### src/rtl/pipelined_adder.sv
// Pipelined WIDTH-bit add/subtract: one CW-bit chunk per stage, carry rippled stage to stage.
// Latency STAGES cycles, one op per cycle; whole pipeline freezes while out_valid && !out_ready.
module pipelined_adder #(
    parameter int WIDTH  = 32,
    parameter int STAGES = 4
) (
    input  logic             clk,
    input  logic             rst_n,
    input  logic             in_valid,
    output logic             in_ready,
    input  logic [WIDTH-1:0] a,
    input  logic [WIDTH-1:0] b,
    input  logic             sub,
    input  logic             cin,
    output logic             out_valid,
    input  logic             out_ready,
    output logic [WIDTH-1:0] sum,
    output logic             cout,
    output logic             ovf,
    output logic             zero
);

    localparam int CW = (STAGES < 1) ? 1 : WIDTH / STAGES;
    localparam int L  = STAGES - 1;

    generate
        if (STAGES < 1 || (WIDTH % CW) != 0 || CW * STAGES != WIDTH) begin : g_bad_params
            $error("pipelined_adder: WIDTH must be a multiple of STAGES and STAGES >= 1");
        end
    endgenerate

    // Stage registers; a_r/b_r carry the not-yet-consumed operand chunks and the sign bits,
    // s_r accumulates finished result chunks so everything lines up at the last stage.
    logic             v_r [STAGES];
    logic             c_r [STAGES];
    logic [WIDTH-1:0] a_r [STAGES];
    logic [WIDTH-1:0] b_r [STAGES];
    logic [WIDTH-1:0] s_r [STAGES];
    logic             loaded;

    logic             v_i [STAGES];
    logic             c_i [STAGES];
    logic [WIDTH-1:0] a_i [STAGES];
    logic [WIDTH-1:0] b_i [STAGES];
    logic [WIDTH-1:0] s_i [STAGES];
    logic [WIDTH-1:0] s_n [STAGES];
    logic             c_n [STAGES];
    logic [CW:0]      part [STAGES];
    logic             adv;

    assign adv      = !v_r[L] || out_ready;
    assign in_ready = adv;

    always_comb begin
        v_i[0] = in_valid;
        a_i[0] = a;
        b_i[0] = sub ? ~b : b;
        c_i[0] = sub ? 1'b1 : cin;
        s_i[0] = '0;
        for (int k = 1; k < STAGES; k++) begin
            v_i[k] = v_r[k-1];
            a_i[k] = a_r[k-1];
            b_i[k] = b_r[k-1];
            c_i[k] = c_r[k-1];
            s_i[k] = s_r[k-1];
        end
        for (int k = 0; k < STAGES; k++) begin
            part[k] = {1'b0, a_i[k][k*CW +: CW]} + {1'b0, b_i[k][k*CW +: CW]}
                    + {{CW{1'b0}}, c_i[k]};
            s_n[k]  = s_i[k];
            s_n[k][k*CW +: CW] = part[k][CW-1:0];
            c_n[k]  = part[k][CW];
        end
    end

    // Data registers only load behind a valid op so the output flags hold across bubbles.
    always_ff @(posedge clk or negedge rst_n) begin
        if (!rst_n) begin
            for (int k = 0; k < STAGES; k++) begin
                v_r[k] <= 1'b0;
                c_r[k] <= 1'b0;
                a_r[k] <= '0;
                b_r[k] <= '0;
                s_r[k] <= '0;
            end
            loaded <= 1'b0;
        end else if (adv) begin
            for (int k = 0; k < STAGES; k++) begin
                v_r[k] <= v_i[k];
                if (v_i[k]) begin
                    a_r[k] <= a_i[k];
                    b_r[k] <= b_i[k];
                    s_r[k] <= s_n[k];
                    c_r[k] <= c_n[k];
                end
            end
            if (v_i[L]) begin
                loaded <= 1'b1;
            end
        end
    end

    assign out_valid = v_r[L];
    assign sum       = s_r[L];
    assign cout      = c_r[L];
    assign ovf       = (a_r[L][WIDTH-1] == b_r[L][WIDTH-1]) && (s_r[L][WIDTH-1] != a_r[L][WIDTH-1]);
    // Gated by loaded so the flag reads 0 out of reset rather than reflecting the cleared sum.
    assign zero      = loaded && (s_r[L] == '0);

endmodule

### config.mk
export PLATFORM = sky130hd
export DESIGN_NAME = pipelined_adder
export DESIGN_NICKNAME = d
export VERILOG_FILES = /design/src/rtl/pipelined_adder.sv
export SDC_FILE = /design/constraint.sdc
export NUM_CORES = 1
export LEC_CHECK = 0
export ABC_AREA = 1
export BUFFER_PORTS_ARGS = -buffer_cell sky130_fd_sc_hd__buf_2
export CAP_MARGIN = 0
export CORE_ASPECT_RATIO = 0.5
export CORE_UTILIZATION = 50
export CTS_BUF_LIST = sky130_fd_sc_hd__clkbuf_8
export CTS_CLUSTER_SIZE = 40
export DETAILED_ROUTE_END_ITERATION = 10
export HOLD_SLACK_MARGIN = 0.12
export PLACE_DENSITY = 0.8
export SETUP_SLACK_MARGIN = 0.1
export SLEW_MARGIN = 30
export SYNTH_ARGS = -nofsm -noshare
export SYNTH_HDL_FRONTEND = slang
export SYNTH_SLANG_ARGS = --single-unit
### constraint.sdc
create_clock -name clk -period 5.26 [get_ports clk]
set_input_delay 0 -clock clk [delete_from_list [all_inputs] [get_ports clk]]
set_output_delay 0 -clock clk [all_outputs]
set_load 0.02 [all_outputs]
### Word level (Yosys, flattened, before mapping)

Cells that the tools add are included.
Widths: inputs -> output; s select.

| word-level totals | value |
|---|---|
| input port bits | 70 |
| register bits after elaboration | 345 |
| memories kept | 0 |
| output and inout port bits | 37 |
| memory bits (writable) | 0 |
| latch bits | 0 |
| logic and storage cells | 43 |
| ROM bits | 0 |

| operators by class | value |
|---|---|
| $add $sub $neg | 8 |
| bitwise gates (word level) | 1 |
| $lt $le $gt $ge | 0 |
| equality and inequality tests | 2 |
| muxes and demuxes | 2 |
| reductions and logical operators | 9 |
| multipliers | 0 |
| divide/modulo/power cells | 0 |
| shifts and indexed selects | 0 |

Operator list:

| operator | count |
|---|---|
| $add 8x8->9 | 4 |
| $add 9x1->9 | 4 |
| $logic_not 32->1 | 1 |
| $mux 32 | 1 |
| $not 32->32 | 1 |
| $reduce_and 2->1 | 4 |
| $logic_and 1x1->1 | 2 |
| $eq 1x1->1 | 1 |
| $logic_not 1->1 | 1 |
| $logic_or 1x1->1 | 1 |
| $mux 1 | 1 |
| $ne 1x1->1 | 1 |

### Logic depth before layout (Yosys ltp)

| depth | value |
|---|---|
| word-level depth | 4 |
| depth in mapped cells | 14 |
| mapped depth without buffers | 12 |

### Least setup slack after synthesis

No wires, ideal clock.

| timing | value |
|---|---|
| kind | in2reg |
| from | input port sub |
| to | register s_r, in the netlist s_i[68] |
| library setup time | 0.117 ns |
| cell stages on the path | 13 |
| slack | 3.327 ns |
| buffers on the path | 2 |
| data arrival time | 1.815 ns |
| required time | 5.143 ns |
| cell sequence | buf_2 > buf_2 > or2_2 > fa_1 > inv_1 > fa_1 > inv_1 > nand2_1 > nand2_1 > and2_1 > or2_0 > nand3_1 > nand2_1 |

| on the way | value |
|---|---|
| word-level cells in the longest chain between the ends | 3 |

Ends and longest elaborated chain:

| item | RTL line | text |
|---|---|---|
| start: declaration | 13 | `input logic sub,` |
| $mux 32 | 57 | `b_i[0] = sub ? ~b : b;` |
| $add 8x8->9 | 68 | `part[k] = {1'b0, a_i[k][k*CW +: CW]} + {1'b0, b_i[k][k*CW +: CW]}` |
| $add 9x1->9 * | 69 | `+ {{CW{1'b0}}, c_i[k]};` |
| end signal: indexed assignment | 93 | `s_r[k] <= s_n[k];` |
| end: declaration | 38 | `logic [WIDTH-1:0] s_r [STAGES];` |

Every way passes the cells marked *; elsewhere a longest branch is shown, timed or not.
A chain may end at the register's enable or synchronous reset.

### Worst setup path after layout

| timing | value |
|---|---|
| from | input port sub |
| to | register s_r, in the netlist s_i[70] |

Same word-level chain as after synthesis.

==> impl_results.md <==
* Final hold slack at 135.6 ps
* Slew margin rel. at 50.67%
* Worst hold path type: in -> reg
* Hold Crit Start: in_valid
* CTS tree: done
* Startpoint class of the critical path: primary input
* Register Area at 4679 um2
* Setup ws final at 2426 ps
* Max IR drop VDD at 0.2300 mV
* Clock sinks at 187
* RSZ-0062 raised after global routing: false
* Hold endpoint: a_i[92]$_DFFE_PN0P_
* Mapped Area at 8921 um2
* CTS Hold Bufs at 83
* Pre-CTS setup slack at 3090 ps
* Die ar. at 18410 um2
* Synth Net Count at 1135
* Post-DR vias/cell at 4.945
* Initial drt markers at 639
* Die height at 96.45 um
* R2R depth at 6
* First-pass GRT wire length at 32920 um
* Final setup TNS at 0 ps
* Flops & latches, synth at 187
* Asr flop ratio synth at 100.0%
* Final setup skew at 16.35 ps
* Worst-path clk slew at 90 ps
* Standard-cell rows at 34
* CORE AREA at 17400 um2
* Register area share after synthesis at 52.45%
* Die width at 190.9 um
* Ys flop type: dfrtp_1
* First drt pass iteration count at 5
* Vias in the first global route at 6570
* CTS root buf: clkbuf_8
* CTS Buf Count at 17
* Run status: complete, no violations
* Ys Warns at 0
* Via count at 7155
* Critical path fanouts, max at 33
* Cts repair resizes at 0
* Placed cell area at 9529 um2
* Mapped Cells at 1029
* Final Hold Violating Endpoints at 0
* IO Count at 107
* Setup violations, final at 0
* Initial antenna violation count at 0
* Number of flops mapped to enable cells by yosys at 0
* Fmax at 352.8 MHz
* Final net count at 1306
* Htree depth at 4
* CTS max path bufs at 2
* Reg-to-Reg End: b_i[48]$_DFFE_PN0P_
* Port-buffer cells at 106
* P_leak at 5.595 nW
* Mapped Avg Cell Area at 8.670 um2
* Routability cong. at 0.8266
* Antenna Nets Post-Route at 0
* Post-synth cell types at 35
* Period utilization at 53.89%
* MaxCap Viol Count at 0
* Share of the synthesized area in the top cell type at 52.45%
* DP HPWL at 13460 um
* Commonest non-fill, non-tap cells in the layout: 392 x nand2_1, 187 x dfrtp_1, 106 x buf_2
* Top cells by area, synth: dfrtp_1 52%, nand2_1 16%, o21ai_0 4.5%
* Max-slew violations at 0
* Starting Density at 51.27%
* Worst-skew pair later-pin latency at 460 ps
* R2R setup slack at 3160 ps
* ANT cells at 0
* Area of the multi-input gates at 3632 um2
* Area Overhead vs Synth at 20.64%
* Avg WL per Cell at 14.27 um
* Share of cells above drive strength 1 at 14.34%
* GRT Util Overall at 23.34%
* WP data arrival at 3180 ps
* Postcts setup bufs at 0
* Fillers at 1430
* Post-Route WL at 20650 um
* Remaining Overflow, GRT at 0
* Worst slew pin tran at 738.8 ps
* Min Clock Period, post-route at 2834 ps
* Largest area contributor in the netlist: dfrtp_1
* DRC at 0
* R2R Path Start: out_valid$_DFFE_PN0N_
* Commonest non-fill, non-tap cell in the layout: nand2_1
* Hold Path Stages at 5
* Crit Path Category: in -> reg
* Worst setup EP type: flop
* Largest net degree at the start of global routing at 78
* P per Cell Area at 527.5 nW/um2
* Req. time, crit path at 5610 ps
* Post-route design area at 10760 um2
## stage by stage
stage | power [mW] | instances | util [%]
2_1_floorplan | 3.983 | 1029 | -
3_3_place_gp | 4.519 | 1332 | 54.77
3_5_place_dp | 4.609 | 1332 | 54.77
4_1_cts | 5.659 | 1447 | 61.87
5_1_grt | 6.134 | 1447 | 61.86
6_report | 5.677 | 1447 | 61.86
## how the worst max path moves through the flow
stage          from                  end  slack (ps)  cells past startpoint
6_report        sub  s_i[70]$_DFFE_PN0P_        2430                     16
5_1_grt         sub  s_i[70]$_DFFE_PN0P_        2200                     16
4_1_cts         sub  s_i[70]$_DFFE_PN0P_        2500                     16
3_5_place_dp    sub  s_i[68]$_DFFE_PN0P_        3090                     13
3_3_place_gp    sub  s_i[68]$_DFFE_PN0P_        3150                     13
2_1_floorplan   sub  s_i[68]$_DFFE_PN0P_        3330                     13
## registers in the layout, indices dropped and copies added, names as in the netlist
name       cells
a_i           48
cout           1
a_r            1
b_r            1
sum           32
c_i            3
s_i           48
v_i            3
out_valid      1
b_i           48
loaded         1
## critical path, stage by stage
cell and delay [ps]:
buf_2 70, buf_4 450, xor2_1 280, fa_1 240
inv_1 60, fa_1 350, inv_1 70, nand2_1 60
nand2_1 70, nand3_1 90, nand2_1 100, nand2_1 60
dlygate4sd3_1 560, nand3_1 90, dlygate4sd3_1 550, nand2_1 50
## routing by layer
metal,track usage [%],vias to the layer above,share of wire [%]
met5,0,-,0
met4,7.400,0,2.2
met3,4.334,46,6.4
met2,34.42,222,43
met1,34.83,3328,49
li1,-,3559,-
## synthesized netlist by cell type (12+ instances only)
library cell  instances
inv_1                92
xnor2_1              18
o21ai_1              13
ha_1                 28
nand3_1              40
o21ai_0              81
dfrtp_1             187
a21oi_1              14
nand2_1             392
buf_2                27
nor2_1               36
nand3b_1             12
xor2_1               15
## cell type report
cell class                 instances  share of cell area [%]
sequential                       187                   43.48
clock buffer                      18                   2.302
tap                              234                   2.720
inverter                          96                   3.395
multi-input combinational        706                   33.75
timing repair buffer             192                   12.90
clock inverter                    14                   1.453
## where the power goes
group          internal [mW]  total (mW)  switching [mW]  leakage (nW)
registers               2.01        2.37           0.358          2.33
logic                  0.842        2.34            1.50          3.07
clock network          0.444       0.971           0.527         0.193
## cell families (layout without fill, tap and decap cells)
family | count (synthesis) | count (layout) | synth area share [%]
flip-flops | 187 | 187 | 52.45
adder cells (fa/ha/maj) | 36 | 36 | 5.722
buffers and inverters | 136 | 320 | 6.830
XOR/XNOR | 33 | 33 | 3.240
AO/OA/AOI/OAI | 125 | 125 | 7.602
AND/OR/NAND/NOR | 512 | 512 | 24.15
Note: power is estimated with default switching activity, not from simulation.
